===== config.mk =====
export PLATFORM = sky130hd
export DESIGN_NAME = uart_rx_cfg_flat
export DESIGN_NICKNAME = d
export VERILOG_FILES = /design/src/rtl/uart_rx_cfg_if.sv /design/src/rtl/uart_rx_cfg.sv /design/src/flat_wrapper.sv
export SDC_FILE = /design/constraint.sdc
export NUM_CORES = 1
export LEC_CHECK = 0
export CORE_MARGIN = 5
export CORE_UTILIZATION = 60
export DETAILED_ROUTE_END_ITERATION = 10
export PLACE_DENSITY = 0.86
export SLEW_MARGIN = 20
export SYNTH_ARGS = -nofsm -noshare
export SYNTH_HDL_FRONTEND = slang
export SYNTH_SLANG_ARGS = --single-unit

===== constraint.sdc =====
create_clock -name clk -period 4.5 [get_ports clk]
set_input_delay 0.45 -clock clk [delete_from_list [all_inputs] [get_ports clk]]
set_output_delay 0.45 -clock clk [all_outputs]
set_load 0.02 [all_outputs]

===== src/rtl/uart_rx_cfg_if.sv =====
// Received-word channel of the configurable UART receiver: data, valid/ready
// handshake and the per-word error flags that travel with the data.
interface uart_rx_cfg_if #(
  parameter int MAX_DATA_W = 9
);
  logic [MAX_DATA_W-1:0] rx_data;
  logic                  rx_valid;
  logic                  rx_ready;
  logic                  parity_err;
  logic                  frame_err;

  // Producer side (the receiver).
  modport master (
    output rx_data,
    output rx_valid,
    output parity_err,
    output frame_err,
    input  rx_ready
  );

  // Consumer side.
  modport slave (
    input  rx_data,
    input  rx_valid,
    input  parity_err,
    input  frame_err,
    output rx_ready
  );
endinterface


===== src/rtl/uart_rx_cfg.sv =====
// Runtime-configurable oversampling UART receiver. The frame format
// (5..MAX_DATA_W data bits, optional even/odd parity, 1 or 2 stop bits) is
// captured at start detection. Each bit is decided by a 3-sample majority
// vote around mid-bit. Words are offered on a valid/ready channel; a word that
// completes while the previous one is still unconsumed is dropped with a
// one-cycle overrun pulse.
module uart_rx_cfg #(
  parameter int MAX_DATA_W  = 9,
  parameter int OSR         = 16,
  parameter int SYNC_STAGES = 2
) (
  input  logic       clk,
  input  logic       rst_n,
  input  logic       baud_tick_i,
  input  logic       rxd_i,
  input  logic [3:0] cfg_data_len_i,
  input  logic       cfg_parity_en_i,
  input  logic       cfg_parity_even_i,
  input  logic [1:0] cfg_stop_len_i,
  uart_rx_cfg_if.master rx_if,
  output logic       overrun_err_o,
  output logic       busy_o
);

  localparam int              CNT_W    = $clog2(OSR);
  localparam logic [CNT_W-1:0] HALF_CNT = CNT_W'(OSR / 2);
  localparam logic [CNT_W-1:0] LAST_CNT = CNT_W'(OSR - 1);
  localparam logic [3:0]      MIN_LEN  = 4'd5;
  localparam logic [3:0]      MAX_LEN  = 4'(MAX_DATA_W);

  typedef enum logic [2:0] {S_IDLE, S_START, S_DATA, S_PARITY, S_STOP} state_e;

  // Majority of three samples.
  function automatic logic maj3(input logic a, input logic b, input logic c);
    return (a & b) | (a & c) | (b & c);
  endfunction

  // Parity bit the transmitter should have sent for the given data XOR.
  function automatic logic exp_parity(input logic data_xor, input logic even);
    return data_xor ^ ~even;
  endfunction

  // Legal data length range is 5..MAX_DATA_W; anything outside is pinned.
  function automatic logic [3:0] clamp_len(input logic [3:0] len);
    logic [3:0] r;
    if (len < MIN_LEN) begin
      r = MIN_LEN;
    end else if (len > MAX_LEN) begin
      r = MAX_LEN;
    end else begin
      r = len;
    end
    return r;
  endfunction

  logic [SYNC_STAGES-1:0] sync_q, sync_d;
  logic [1:0]             hist_q, hist_d;
  state_e                 state_q, state_d;
  logic [CNT_W-1:0]       cnt_q, cnt_d;
  logic [3:0]             bit_q, bit_d;
  logic [MAX_DATA_W-1:0]  data_q, data_d;
  logic                   par_q, par_d;
  logic                   perr_q, perr_d;
  logic                   ferr_q, ferr_d;
  logic [3:0]             len_q, len_d;
  logic                   par_en_q, par_en_d;
  logic                   par_even_q, par_even_d;
  logic                   stop2_q, stop2_d;
  logic [MAX_DATA_W-1:0]  out_data_q, out_data_d;
  logic                   out_valid_q, out_valid_d;
  logic                   out_perr_q, out_perr_d;
  logic                   out_ferr_q, out_ferr_d;
  logic                   overrun_q, overrun_d;
  logic                   busy_q, busy_d;
  logic                   rxd_s;
  logic                   vote_s;
  logic                   frame_done_s;
  logic                   load_s;

  assign rxd_s  = sync_q[SYNC_STAGES-1];
  // hist_q[1:0] hold the two previous tick samples; with the current one
  // they form the vote window.
  assign vote_s = maj3(hist_q[1], hist_q[0], rxd_s);

  // Synchroniser shift and per-tick sample history.
  always_comb begin
    sync_d = {sync_q[SYNC_STAGES-2:0], rxd_i};
    if (baud_tick_i) begin
      hist_d = {hist_q[0], rxd_s};
    end else begin
      hist_d = hist_q;
    end
  end

  // Frame FSM: start detection, bit voting, parity and stop checking.
  always_comb begin
    state_d      = state_q;
    cnt_d        = cnt_q;
    bit_d        = bit_q;
    data_d       = data_q;
    par_d        = par_q;
    perr_d       = perr_q;
    ferr_d       = ferr_q;
    len_d        = len_q;
    par_en_d     = par_en_q;
    par_even_d   = par_even_q;
    stop2_d      = stop2_q;
    frame_done_s = 1'b0;
    if (baud_tick_i) begin
      case (state_q)
        S_IDLE: begin
          if (!rxd_s && hist_q[0]) begin
            state_d    = S_START;
            cnt_d      = '0;
            bit_d      = 4'd0;
            data_d     = '0;
            par_d      = 1'b0;
            perr_d     = 1'b0;
            ferr_d     = 1'b0;
            len_d      = clamp_len(cfg_data_len_i);
            par_en_d   = cfg_parity_en_i;
            par_even_d = cfg_parity_even_i;
            stop2_d    = (cfg_stop_len_i != 2'd0);
          end else begin
            state_d = S_IDLE;
          end
        end
        S_START: begin
          // The detection tick is sample 0, so this vote lands at mid start bit.
          if (cnt_q == HALF_CNT) begin
            cnt_d   = '0;
            state_d = vote_s ? S_IDLE : S_DATA;
          end else begin
            cnt_d = cnt_q + CNT_W'(1);
          end
        end
        S_DATA: begin
          if (cnt_q == LAST_CNT) begin
            cnt_d         = '0;
            data_d[bit_q] = vote_s;
            par_d         = par_q ^ vote_s;
            if (bit_q == (len_q - 4'd1)) begin
              bit_d   = 4'd0;
              state_d = par_en_q ? S_PARITY : S_STOP;
            end else begin
              bit_d = bit_q + 4'd1;
            end
          end else begin
            cnt_d = cnt_q + CNT_W'(1);
          end
        end
        S_PARITY: begin
          if (cnt_q == LAST_CNT) begin
            cnt_d   = '0;
            perr_d  = vote_s ^ exp_parity(par_q, par_even_q);
            state_d = S_STOP;
          end else begin
            cnt_d = cnt_q + CNT_W'(1);
          end
        end
        S_STOP: begin
          if (cnt_q == LAST_CNT) begin
            cnt_d  = '0;
            ferr_d = ferr_q | ~vote_s;
            // Leave at mid stop bit so a back-to-back start edge is caught.
            if (bit_q == {3'b000, stop2_q}) begin
              bit_d        = 4'd0;
              state_d      = S_IDLE;
              frame_done_s = 1'b1;
            end else begin
              bit_d = bit_q + 4'd1;
            end
          end else begin
            cnt_d = cnt_q + CNT_W'(1);
          end
        end
        default: begin
          state_d = S_IDLE;
          cnt_d   = '0;
        end
      endcase
    end else begin
      state_d = state_q;
    end
  end

  // Output word register with valid/ready handshake and overrun detection.
  always_comb begin
    out_data_d  = out_data_q;
    out_valid_d = out_valid_q;
    out_perr_d  = out_perr_q;
    out_ferr_d  = out_ferr_q;
    overrun_d   = 1'b0;
    busy_d      = (state_d != S_IDLE);
    load_s      = frame_done_s & (~out_valid_q | rx_if.rx_ready);
    if (load_s) begin
      out_data_d  = data_q;
      out_perr_d  = perr_q;
      out_ferr_d  = ferr_d;
      out_valid_d = 1'b1;
    end else if (frame_done_s) begin
      // Previous word still pending and not accepted: drop the new one.
      overrun_d = 1'b1;
    end else if (out_valid_q && rx_if.rx_ready) begin
      out_valid_d = 1'b0;
    end else begin
      out_valid_d = out_valid_q;
    end
  end

  // State register for front end, FSM datapath and outputs.
  always_ff @(posedge clk or negedge rst_n) begin
    if (!rst_n) begin
      sync_q      <= '1;
      hist_q      <= 2'b11;
      state_q     <= S_IDLE;
      cnt_q       <= '0;
      bit_q       <= 4'd0;
      data_q      <= '0;
      par_q       <= 1'b0;
      perr_q      <= 1'b0;
      ferr_q      <= 1'b0;
      len_q       <= MIN_LEN;
      par_en_q    <= 1'b0;
      par_even_q  <= 1'b0;
      stop2_q     <= 1'b0;
      out_data_q  <= '0;
      out_valid_q <= 1'b0;
      out_perr_q  <= 1'b0;
      out_ferr_q  <= 1'b0;
      overrun_q   <= 1'b0;
      busy_q      <= 1'b0;
    end else begin
      sync_q      <= sync_d;
      hist_q      <= hist_d;
      state_q     <= state_d;
      cnt_q       <= cnt_d;
      bit_q       <= bit_d;
      data_q      <= data_d;
      par_q       <= par_d;
      perr_q      <= perr_d;
      ferr_q      <= ferr_d;
      len_q       <= len_d;
      par_en_q    <= par_en_d;
      par_even_q  <= par_even_d;
      stop2_q     <= stop2_d;
      out_data_q  <= out_data_d;
      out_valid_q <= out_valid_d;
      out_perr_q  <= out_perr_d;
      out_ferr_q  <= out_ferr_d;
      overrun_q   <= overrun_d;
      busy_q      <= busy_d;
    end
  end

  assign rx_if.rx_data    = out_data_q;
  assign rx_if.rx_valid   = out_valid_q;
  assign rx_if.parity_err = out_perr_q;
  assign rx_if.frame_err  = out_ferr_q;
  assign overrun_err_o    = overrun_q;
  assign busy_o           = busy_q;

endmodule

===== src/flat_wrapper.sv =====
// flat-port wrapper written by rule: the top's interface ports become plain ports
module uart_rx_cfg_flat 
#(
  parameter int MAX_DATA_W  = 9,
  parameter int OSR         = 16,
  parameter int SYNC_STAGES = 2
)
  (clk, rst_n, baud_tick_i, rxd_i, cfg_data_len_i, cfg_parity_en_i, cfg_parity_even_i, cfg_stop_len_i, overrun_err_o, busy_o, rx_if_rx_data, rx_if_rx_valid, rx_if_parity_err, rx_if_frame_err, rx_if_rx_ready);
  uart_rx_cfg_if #(.MAX_DATA_W(MAX_DATA_W)) rx_if_i ();
  input  logic clk;
  input  logic rst_n;
  input  logic baud_tick_i;
  input  logic rxd_i;
  input  logic [3:0] cfg_data_len_i;
  input  logic cfg_parity_en_i;
  input  logic cfg_parity_even_i;
  input  logic [1:0] cfg_stop_len_i;
  output logic overrun_err_o;
  output logic busy_o;
  output wire logic [$bits(rx_if_i.rx_data)-1:0] rx_if_rx_data;
  output wire logic [$bits(rx_if_i.rx_valid)-1:0] rx_if_rx_valid;
  output wire logic [$bits(rx_if_i.parity_err)-1:0] rx_if_parity_err;
  output wire logic [$bits(rx_if_i.frame_err)-1:0] rx_if_frame_err;
  input wire logic [$bits(rx_if_i.rx_ready)-1:0] rx_if_rx_ready;
  assign rx_if_rx_data = rx_if_i.rx_data;
  assign rx_if_rx_valid = rx_if_i.rx_valid;
  assign rx_if_parity_err = rx_if_i.parity_err;
  assign rx_if_frame_err = rx_if_i.frame_err;
  assign rx_if_i.rx_ready = rx_if_rx_ready;
  uart_rx_cfg #(.MAX_DATA_W(MAX_DATA_W), .OSR(OSR), .SYNC_STAGES(SYNC_STAGES)) u_core (.clk(clk), .rst_n(rst_n), .baud_tick_i(baud_tick_i), .rxd_i(rxd_i), .cfg_data_len_i(cfg_data_len_i), .cfg_parity_en_i(cfg_parity_en_i), .cfg_parity_even_i(cfg_parity_even_i), .cfg_stop_len_i(cfg_stop_len_i), .rx_if(rx_if_i), .overrun_err_o(overrun_err_o), .busy_o(busy_o));
endmodule

# Yosys cells after proc, flatten, opt, wreduce, memory -nomap -nowiden
# Cells that the tools add are included.
# classes
n_addsub	3
magnitude_cmp	4
eq_ne	13
muxes	46
bitwise_logic	14
reduce_logical	18
# ops
op	n
$mux 4	9
$mux 3	8
$pmux 4 s3	2
$mux 9	2
$pmux 9 s2	1
$mux 1	17
$pmux 3 s5	1
$bwmux 9	1
$add 4x1->4 const B	2
$eq 4x4->1 const B	2
$ne 2x1->1 const B	4
$reduce_and 4->1	2
$reduce_bool 2->1	4
$eq 3x2->1 const B	2
$pmux 1 s2	3
$reduce_bool 3->1	2
$lt 4x5->1 const B	1
$reduce_and 5->1	1
$and 1x1->1	4
$demux 1 s4	1
$eq 4x1->1	1
$eq 4x4->1	1
$ge 4x1->1 const B	1
$gt 4x4->1 const B	1
other kinds (15)	25
# totals
register_bits	48
in_bits	13
output_inout_bits	14
wordCells	117

# Depth between registers and ports, before layout
# logic_depth
depth_word	8
depth_mapped	8
mapped_depth_nobuf	7

# Worst setup path after synthesis
# OpenSTA, ideal clock, no wires.
# synth_timing
path_kind	flip-flop to flip-flop
startpoint	register u_core.len_q[0]
endpoint	register u_core.busy_q, in the netlist u_core.busy_o
setup_ps	139
arrival_time_ps	2103
required_ps	4361
setup_slack_ps	2259
path_stages_with_launch	8
path_buffers	0
path_cell_list	dfstp_2 inv_1 ha_1 xor3_1 nor3_2 nand3_1 a221o_1 or4b_1
# synth_via
elab_chain_len	7
# synth_rtl
item	line_no	source
from (decl)	uart_rx_cfg.sv:65	logic [3:0] len_q, len_d;
from (signal assigned)	uart_rx_cfg.sv:243	len_q <= len_d;
$sub 4x1->4	uart_rx_cfg.sv:142	if (bit_q == (len_q - 4'd1)) begin
$eq 4x4->1	uart_rx_cfg.sv:142	
$mux 3	uart_rx_cfg.sv:142	
$mux 3	uart_rx_cfg.sv:138	if (cnt_q == LAST_CNT) begin
$pmux 3 s5	uart_rx_cfg.sv:110	case (state_q)
$mux 3	uart_rx_cfg.sv:109	if (baud_tick_i) begin
via u_core.state_d[1]	uart_rx_cfg.sv:58	state_e state_q, state_d;
$reduce_bool 3->1	uart_rx_cfg.sv:194	busy_d = (state_d != S_IDLE);
via u_core.busy_d	uart_rx_cfg.sv:74	logic busy_q, busy_d;
to (signal assigned)	uart_rx_cfg.sv:252	busy_q <= busy_d;
to (decl)	uart_rx_cfg.sv:74	
# The timed path passes the listed nets, and every way through them passes these cells.
# A chain may end at the register's enable or synchronous reset.

# Worst setup path in the final report
# Same ends and word-level chain as after synthesis.

==> tab_implementation.tex <==
\begin{tabular}{lr}
\hline
Metric & Value \\
\hline
\multicolumn{2}{l}{\textbf{STA}} \\
\quad Final hold violation count & 0 \\
\quad Setup repair after global routing missed its margin & false \\
\quad Minimum clock period & 2.40 ns \\
\quad Transition time of the tightest slew-check pin & 0.625 ns \\
\quad Relative slew slack & 58.3\% \\
\quad Hold WS & 0.146 ns \\
\quad Total negative setup slack & 0 ns \\
\quad Number of setup violations in the final report & 0 \\
\quad Portion of the clock cycle consumed by the worst path in the final layout & 53.3\% \\
\quad Achievable frequency & 0.417 GHz \\
\quad Clk\_skew & 0.0119 ns \\
\quad Count of pins over their slew limit & 0 \\
\multicolumn{2}{l}{\textbf{Yosys}} \\
\quad Fraction of synthesis flops using an asynchronous set or reset pin & 100\% \\
\quad Avg Synthesized Cell Area & 10.0 um2 \\
\quad Net Count, Synth & 269 \\
\quad Library cell with the highest instance count after synthesis & sky130\_fd\_sc\_hd\_\_dfrtp\_1 \\
\quad Top cells by area in the synthesized netlist & sky130\_fd\_sc\_hd\_\_dfrtp\_1 (42\%), sky130\_fd\_sc\_hd\_\_dfstp\_2 (6.3\%), sky130\_fd\_sc\_hd\_\_nand2\_1 (5.1\%) \\
\quad Fraction of post-synthesis cell area in the top cell type by area & 42.0\% \\
\quad Flip-flop and latch count after synthesis & 48 \\
\quad Fraction of the yosys area taken by sequential cells & 48.3\% \\
\quad Cell area after technology mapping & 2500 um2 \\
\quad Synth area leader & sky130\_fd\_sc\_hd\_\_dfrtp\_1 \\
\quad Synthesized instance count & 249 \\
\quad EDFF count, synth & 0 \\
\quad Ranking of synthesized cells by instance count & sky130\_fd\_sc\_hd\_\_dfrtp\_1 (42), sky130\_fd\_sc\_hd\_\_nand2\_1 (34), sky130\_fd\_sc\_hd\_\_o21ai\_0 (19) \\
\quad Library cells used by synthesis & 53 \\
\quad Yosys synthesis warning count & 0 \\
\quad Main flop type after synthesis & sky130\_fd\_sc\_hd\_\_dfrtp\_1 \\
\multicolumn{2}{l}{\textbf{Critical path}} \\
\quad Slowest cell on crit path & sky130\_fd\_sc\_hd\_\_dfstp\_2 \\
\quad Kind of cell adding the most delay to the critical path & simple AND/OR/NAND/NOR gates \\
\quad Delay of the slowest cell on the worst path & 0.56 ns \\
\quad Reg-to-Reg Start & u\_core.len\_q[0]\$\_DFFE\_PN1P\_ \\
\quad Worst Path Arrival & 2.58 ns \\
\quad Crit path buf inv count & 1 \\
\quad Endpoint type of the worst setup path & register \\
\quad FF-to-FF path depth & 7 \\
\quad Reg-to-reg setup timing slack & 2.10 ns \\
\quad Terminus of the critical flop-to-flop path & u\_core.busy\_o\$\_DFF\_PN0\_ \\
\quad Critical Path Source Type & register \\
\quad Setup crit start & u\_core.len\_q[0]\$\_DFFE\_PN1P\_ \\
\quad Required time at the endpoint of the critical path & 4.68 ns \\
\quad Crit path kind & register to register \\
\quad Crit path max fanout & 3 \\
\quad CP cell instances & inv\_1, ha\_1, xor3\_1, nor3\_2, nand3\_1, a221o\_1, or4b\_1 \\
\multicolumn{2}{l}{\textbf{Status}} \\
\quad Outcome & completed \\
\multicolumn{2}{l}{\textbf{Pwr}} \\
\quad Leakage component of the power & 1.31 nW \\
\quad Sw Pwr & 381 uW \\
\quad Sum of internal, switching and leakage power & 1.14 mW \\
\quad Sequential share of power & 51.6\% \\
\quad Power per cell area & 398 nW/um2 \\
\quad Maximum VDD drop & 277 uV \\
\quad Clock power frac & 23.2\% \\
\quad Internal cell power & 758 uW \\
\quad Proportion of total power due to net switching & 33.5\% \\
\quad Share of total power in combinational logic & 25.2\% \\
\multicolumn{2}{l}{\textbf{Clock tree}} \\
\quad Maximum clock insertion buffer count & 2 \\
\quad Clock-pin slew of the registers on the worst-case setup and hold paths & 0.09 ns \\
\quad Clock Sinks & 48 \\
\quad Post-cts repair resize count & 0 \\
\quad Cell chosen for the clock root & sky130\_fd\_sc\_hd\_\_clkbuf\_8 \\
\quad \# H-tree levels & 2 \\
\quad Worst-Skew Late Latency & 0.30 ns \\
\quad TritonCTS clock tree & done \\
\quad Post-CTS Setup Repair Bufs & 0 \\
\quad Total CTS buffers & 5 \\
\quad CTS Hold Buffers Added & 0 \\
\multicolumn{2}{l}{\textbf{Global route}} \\
\quad Via count of the first global-routing pass & 1,809 \\
\quad GR Util All Layers & 18.7\% \\
\quad First-pass GRT wire length & 8020 um \\
\quad Maximum number of pins on one net before global-route repair & 49 \\
\quad Antenna violations before repair & 0 \\
\quad Remaining global-route overflow & 0 \\
\multicolumn{2}{l}{\textbf{Die}} \\
\quad Number of top-level pins & 27 \\
\quad Die area & 5560 um2 \\
\quad Die Wd & 74.6 um \\
\quad Standard-cell row count & 23 \\
\quad Core area & 4030 um2 \\
\quad Die Span Y & 74.6 um \\
\quad Initial standard-cell utilization of the core & 62.0\% \\
\multicolumn{2}{l}{\textbf{Routing}} \\
\quad Iteration-0 DRC count of the detailed router & 181 \\
\quad Remaining number of nets flagged by the antenna check after routing & 0 \\
\quad Detailed-route wire length & 4540 um \\
\quad \# DRC & 0 \\
\quad DR vias & 1,891 \\
\quad WL/cell & 14.1 um \\
\quad Post-detailed-route via-to-cell ratio & 5.89 \\
\quad Pre-antenna DRT Iters & 4 \\
\multicolumn{2}{l}{\textbf{Finish}} \\
\quad Final nets & 290 \\
\quad Antenna Cells & 0 \\
\quad Layout fillers & 298 \\
\quad Synth-to-layout area growth & 14.5\% \\
\quad Footprint of the flip-flops and latches & 1210 um2 \\
\quad Post-route insts no fill & 321 \\
\quad Multi-input gate area & 1180 um2 \\
\quad Proportion of layout cells with a drive suffix above 1 & 9.23\% \\
\multicolumn{2}{l}{\textbf{Worst hold path}} \\
\quad Hold Crit Class & primary input to async pin \\
\multicolumn{2}{l}{\textbf{Place}} \\
\quad Post-detail-place hpwl & 3320 um \\
\quad Count of input and output buffers & 26 \\
\quad Number of instances in the placed design & 313 \\
\quad Final weighted congestion in routability-driven placement & 0.891 \\
\multicolumn{2}{l}{\textbf{Job}} \\
\quad Number of max-cap violations & 0 \\
\hline
\end{tabular}
## cell type report
class,count,area share [%]
Timing Repair Buffer,27,9.27
Tap cell,50,2.19
Clock inverter,2,0.481
Clock buffer,6,2.89
Inverter,12,1.57
Sequential cell,48,42.2
Multi-Input combinational cell,176,41.4
## per-stage QoR
step	worst slack, ns	util (%)	instance area [um2]
after floorplan	2.26	-	2500
after global placement	1.90	68.6	2760
after detailed placement	1.84	68.6	2760
after CTS	2.07	71.0	2860
after global routing	2.00	71.0	2860
final	2.10	71.0	2860
## flip-flops by register name, summed over array words and instances, names as in the netlist, 2 cells and up
name / flops
u_core.data_q: 9
u_core.rx_if.rx_data: 9
u_core.bit_q: 4
u_core.cnt_q: 4
u_core.len_q: 4
u_core.state_q: 3
u_core.hist_q: 2
u_core.sync_q: 2
## per-layer routing
layer | share of wire (%) | GRT usage (%) | vias to the layer above
met5 | 0 | 0 | -
met4 | 2.4 | 6.72 | 0
met3 | 8.6 | 5.41 | 14
met2 | 46 | 29.6 | 82
met1 | 43 | 24.6 | 869
li1 | - | - | 926
## power by group through the flow
stage | clock network [mW] | logic [mW] | registers [mW]
CTS | 0.272 | 0.288 | 0.587
detailed placement | 0 | 0.287 | 0.594
finish | 0.264 | 0.287 | 0.589
floorplan | 0 | 0.275 | 0.542
global placement | 0 | 0.278 | 0.591
global route | 0.294 | 0.323 | 0.601
## how the worst max path moves through the flow
stage                     cells after the start                                  end  slack, ns
final                                         7              u_core.busy_o$_DFF_PN0_       2.10
after global routing                          7              u_core.busy_o$_DFF_PN0_       2.00
after CTS                                     7              u_core.busy_o$_DFF_PN0_       2.07
after detailed placement                      6  u_core.rx_if.rx_data[1]$_DFFE_PN0P_       1.84
after global placement                        6   u_core.rx_if.frame_err$_DFFE_PN0P_       1.90
after floorplan                               7              u_core.busy_o$_DFF_PN0_       2.26
## cell families (layout without fill, tap and decap cells)
logic type / after synthesis / count (layout) / share of synthesized area [%]
fa+ha+maj: 9 / 9 / 4.30
compound gates: 55 / 55 / 14.4
flops: 48 / 48 / 48.3
simple gates: 87 / 87 / 17.4
mux: 17 / 17 / 7.61
buf+inv: 25 / 47 / 4.30
xor+xnor: 8 / 8 / 3.70
## cells in the final DEF, fill, tap and decap left out, drive strengths merged, types with 3 or more instances in the layout
cell type      instances
o21ai                 20
clkbuf                 6
ha                     7
mux2                  16
nor2                  14
xnor2                  5
o22ai                  3
inv                   13
a21oi                 14
clkdlybuf4s50         25
nand3                  6
nor3b                  3
dfstp                  6
nand3b                 3
o41ai                  3
nor2b                  6
nand2                 34
dfrtp                 42
nand2b                 3
nor3                   6
Power figures use the tool's default switching activity.
==> RTL change 1 (same flow settings) <==
The output `overrun_err_o` loses its register stage (`overrun_q` becomes a continuous assignment).
--- a/src/rtl/uart_rx_cfg.sv
+++ b/src/rtl/uart_rx_cfg.sv
@@ -228,7 +228,6 @@
       out_valid_q <= 1'b0;
       out_perr_q  <= 1'b0;
       out_ferr_q  <= 1'b0;
-      overrun_q   <= 1'b0;
       busy_q      <= 1'b0;
     end else begin
       sync_q      <= sync_d;
@@ -248,10 +247,11 @@
       out_valid_q <= out_valid_d;
       out_perr_q  <= out_perr_d;
       out_ferr_q  <= out_ferr_d;
-      overrun_q   <= overrun_d;
       busy_q      <= busy_d;
     end
   end
+
+  assign overrun_q = overrun_d;
 
   assign rx_if.rx_data    = out_data_q;
   assign rx_if.rx_valid   = out_valid_q;
Check against the original RTL: same outputs for any inputs over 10 cycles, from zero or initial values and one cycle with rst_n low; that may be too few to reach the edited logic, so the function may still have changed.
==> RTL change 1 against the unedited design <==
Highest routed layer unchanged. Area after synthesis down 1.0%. Non-clock buffer count unchanged. Sequential cell count down 1. Largest power group unchanged. Global-route usage up 0.54 points. Total power down 0.66%. Routed wire length up 1.2%. Clock skew down 6.1 ps. Via count down 2.7%. Sequential share of layout area down 0.45 points. Design area down 1.0%. Core utilization down 0.21 points. Setup slack worse by 470 ps.
==> RTL change 1: results (changes against the unedited design) <==
| Metric | Value |
|---|---|
| List of most frequent post-synthesis cells | dfrtp_1, nand2_1, o21ai_0 |
| Post-Syn Nets | 268 (-0.37%) |
| Clock-pin slew on the worst setup and hold paths | 80 ps |
| DR vias | 1840 (-2.7%) |
| Dominant synthesized flop cell | dfrtp_1 |
| VDD IR max | 0.305 mV (+10%) |
| Yosys warnings | 0 (unchanged) |
| Crit-path max cell delay | 770 ps (+210 ps) |
| Drt pass-1 iters | 4 (unchanged) |
| Clk root buf | clkbuf_8 |
| Slew margin rel. | 58.5% (+0.19 points) |
| GR Util All Layers | 19.2% (+0.54 points) |
| Hold/Removal Path Class | input pin to asynchronous set/reset pin |
| Reg2reg path depth | 7 (unchanged) |
| ANT cells | 0 (unchanged) |
| Syn_area_per_cell | 9.98 sq um (-0.60%) |
| Async S/R FF share, synth | 100% (unchanged) |
| Worst Skew | 5.82 ps (-6.09 ps) |
| Post-CTS Setup Inserts | 0 (unchanged) |
| Static leakage | 0.00128 uW (-1.9%) |
| Top cells by area, synth | dfrtp_1, dfstp_2, nand2_1, mux2_1, o21ai_0 |
| CP Data Arrival Time | 2420 ps (-160 ps) |
| Post-CTS sizing | 0 (unchanged) |
| # port buffers | 26 (unchanged) |
| Deepest clock path buffer count | 2 (unchanged) |
| Initial DRC Count | 168 (-7.2%) |
| Synth cell types | 53 (unchanged) |
| Cell-internal power | 735 uW (-3.0%) |
| WL final | 4.59 mm (+1.2%) |
| Htree depth | 2 (unchanged) |
| Sequential fraction of the synthesis area | 47.8% (-0.52 points) |
| NumNets Final | 289 (-0.34%) |
| Slowest cell on crit path | clkdlybuf4s50_1 |
| Hpwl dp | 3.37 mm (+1.3%) |
| Initial antenna violation count | 0 (unchanged) |
| Layout cell share with drive strength beyond 1 | 9.26% (+0.034 points) |
| Placed Instances | 312 (-0.32%) |
| Placed Area | 0.00274 sq mm (-0.91%) |
| CP max FO | 12 (+9) |
| Clock Latency Late Sink | 300 ps (about the same) |
| Fillers | 297 (-0.34%) |
| Status | completed |
| Drt via density | 5.75 (-2.4%) |
| First-pass GRT wire length | 8.16 mm (+1.7%) |
| GPL Wtd Cong | 0.905 (+1.6%) |
| Num CTS Buffers | 5 (unchanged) |
| Largest net degree at the start of global routing | 48 (-2.0%) |
RTL change 1: changes by cell type in the layout (fill, tap and decap cells not counted):
cell,delta
clkinv_2,-1
clkbuf_8,-1
dfrtp_1,-1
clkinvlp_4,+2
RTL change 1: final timing paths:
| check | from | end | slack (ps) |
|---|---|---|---|
| setup / recovery | baud_tick_i | overrun_err_o | 1630 |
| hold / removal | rst_n | u_core.rx_if.frame_err | 130 |
| setup reg to reg | u_core.len_q[0] | u_core.busy_o | 2060 |
| hold reg to reg | u_core.sync_q[0] | u_core.sync_q[1] | 360 |
| max in group asynchronous | rst_n | u_core.hist_q[0] | 3980 |
| min in group clk | u_core.sync_q[0] | u_core.sync_q[1] | 360 |
RTL change 1: power by group through the flow:
| stage | logic [uW] | clock network (uW) | registers (uW) |
|---|---|---|---|
| 6_report | 295 | 259 | 578 |
| 5_1_grt | 334 | 283 | 593 |
| 4_1_cts | 296 | 267 | 576 |
| 3_5_place_dp | 295 | 0 | 584 |
| 3_3_place_gp | 284 | 0 | 583 |
| 2_1_floorplan | 275 | 0 | 533 |
RTL change 1: final cells by class:
type                       instances  area, sq um  area share, %
sequential                        47         1180           41.8
multi-input combinational        176         1180           41.8
timing repair buffer              27          265           9.36
clock buffer                       5         68.8           2.43
tap                               50         62.6           2.21
inverter                          12         45.0           1.59
clock inverter                     3         23.8          0.839
RTL change 1: logic make-up (layout without fill, tap and decap cells):
kind of cell / Yosys count / count (layout) / synth area share (%)
xor gates and xnor gates: 8 / 8 / 3.74
adders and majority gates: 9 / 9 / 4.35
DFF: 47 / 47 / 47.8
muxes: 17 / 17 / 7.68
buffers and inverters: 25 / 47 / 4.35
AOI/OAI and AO/OA: 55 / 55 / 14.5
and+or+nand+nor: 87 / 87 / 17.5
RTL change 1: metrics by stage:
step	setup slack [ps]	hold slack, ps	utilization (%)
5_1_grt	1560	175	70.8
3_3_place_gp	1650	348	68.4
4_1_cts	1640	341	70.8
2_1_floorplan	2260	154	-
6_report	1630	129	70.8
3_5_place_dp	1650	350	68.4
RTL change 1: metal layers:
layer  track usage, %  vias to the layer above  part of all wire [%]
li1                 -                      915                     -
met4             6.72                        0                   1.7
met2             31.9                       70                    47
met3             4.05                        9                   6.3
met5                0                        -                     0
met1             25.2                      846                    45
RTL change 1: worst max-delay path: cells and delay by family:
kind / cells / cell delay, ps
and+or+nand+nor: 2 / 560
buffers and inverters: 2 / 1420
==> RTL change 2 (same flow settings) <==
Without the edit above. `SYNC_STAGES` is set to 2 in 2 places; all go to 4.
--- a/src/rtl/uart_rx_cfg.sv
+++ b/src/rtl/uart_rx_cfg.sv
@@ -7,7 +7,7 @@
 module uart_rx_cfg #(
   parameter int MAX_DATA_W  = 9,
   parameter int OSR         = 16,
-  parameter int SYNC_STAGES = 2
+  parameter int SYNC_STAGES = 4
 ) (
   input  logic       clk,
   input  logic       rst_n,
--- a/src/flat_wrapper.sv
+++ b/src/flat_wrapper.sv
@@ -3,7 +3,7 @@
 #(
   parameter int MAX_DATA_W  = 9,
   parameter int OSR         = 16,
-  parameter int SYNC_STAGES = 2
+  parameter int SYNC_STAGES = 4
 )
   (clk, rst_n, baud_tick_i, rxd_i, cfg_data_len_i, cfg_parity_en_i, cfg_parity_even_i, cfg_stop_len_i, overrun_err_o, busy_o, rx_if_rx_data, rx_if_rx_valid, rx_if_parity_err, rx_if_frame_err, rx_if_rx_ready);
   uart_rx_cfg_if #(.MAX_DATA_W(MAX_DATA_W)) rx_if_i ();
Behaviour: not the same (a bounded check fails within 4 cycles, from zero or initial values and one cycle with rst_n low).
==> RTL change 2 against the unedited design <==
Total power up 12%. Setup slack worse by 290 ps. Routed wire length up 5.7%. Fmax down 11%. Design area up 4.6%. Area after synthesis up 5.0%. Sequential cell count up 2. Clock power up 43%. Register-to-register slack worse by 200 ps. Critical endpoint is now u_core.rx_if.parity_err. Largest power group unchanged.
==> RTL change 2: results (changes against the unedited design) <==
| Metric | Value |
|---|---|
| Status | completed |
| NumNets Final | 291 (+0.34%) |
| Reg2reg path depth | 4 (-3) |
| Synth cell types | 58 (+9.4%) |
| Slew margin rel. | 47.7% (-11 points) |
| Worst Skew | 9.25 ps (-2.65 ps) |
| WL final | 4.80 mm (+5.7%) |
| Setup WS pre-CTS | 1490 ps (-344 ps) |
| Post-Syn Nets | 271 (+0.74%) |
| Multi-input gate area | 0.00122 sq mm (+3.3%) |
| Core box area | 0.00429 sq mm (+6.6%) |
| Drt via density | 5.89 (about the same) |
| First-pass GRT wire length | 8.34 mm (+4.0%) |
| Crit-path max cell delay | 780 ps (+220 ps) |
| VDD IR max | 0.286 mV (+3.5%) |
| Initial DRC Count | 114 (-37%) |
| Syn_area_per_cell | 10.5 sq um (+4.2%) |
| Worst reg2reg setup slack | 1900 ps (-200 ps) |
| Largest net degree at the start of global routing | 51 (+4.1%) |
| Placed Area | 0.00285 sq mm (+3.1%) |
| Sequential fraction of the synthesis area | 48.0% (-0.30 points) |
| Reg-to-Reg Start | u_core.state_q[1] |
| Final cycle utilization of the critical path | 59.8% (+6.6 points) |
| Hpwl dp | 3.46 mm (+4.0%) |
| Bufs w/o clock | 26 (-3.7%) |
| Buffering overhead | 8.61% (-0.66 points) |
| Static leakage | 0.00133 uW (+2.0%) |
| Top cells by area, synth | dfrtp_1, dfstp_2, mux2_2, nand2_1, o21ai_0 |
| Seq/total area | 42.1% (-0.12 points) |
| List of most frequent post-synthesis cells | dfrtp_1, nand2_1, o21ai_0 |
| Slowest cell on crit path | clkdlybuf4s50_1 |
| Fillers | 312 (+4.7%) |
| Layout Cells excl Fill | 324 (+0.93%) |
[RTL change 2: cells by family after synthesis]
group,after synthesis,synth area share [%]
simple gates,87,17.3
compound gates,55,13.7
flops,50,48.0
buf+inv,25,5.39
mux,17,7.24
fa+ha+maj,9,4.10
xor+xnor,8,4.24
[RTL change 2: how the worst min path moves through the flow]
stage	start	end	slack (ps)
after floorplan	rst_n	u_core.bit_q[0]	150
after global placement	u_core.sync_q[2]	u_core.sync_q[3]	350
after detailed placement	u_core.sync_q[2]	u_core.sync_q[3]	350
after CTS	u_core.sync_q[2]	u_core.sync_q[3]	360
after global routing	rst_n	u_core.cnt_q[0]	210
final	rst_n	u_core.cnt_q[3]	150
[RTL change 2: power by group]
group	leakage (uW)	internal (uW)	switching (uW)
combinational	0.000625	144	152
clock	0.0000714	237	141
sequential	0.000639	510	96.7
[RTL change 2: routing by layer]
metal / GRT usage (%) / share of wire (%)
met3: 3.90 / 7.4
met5: 0 / 0
met2: 26.5 / 45
met4: 6.99 / 2.1
met1: 23.8 / 45
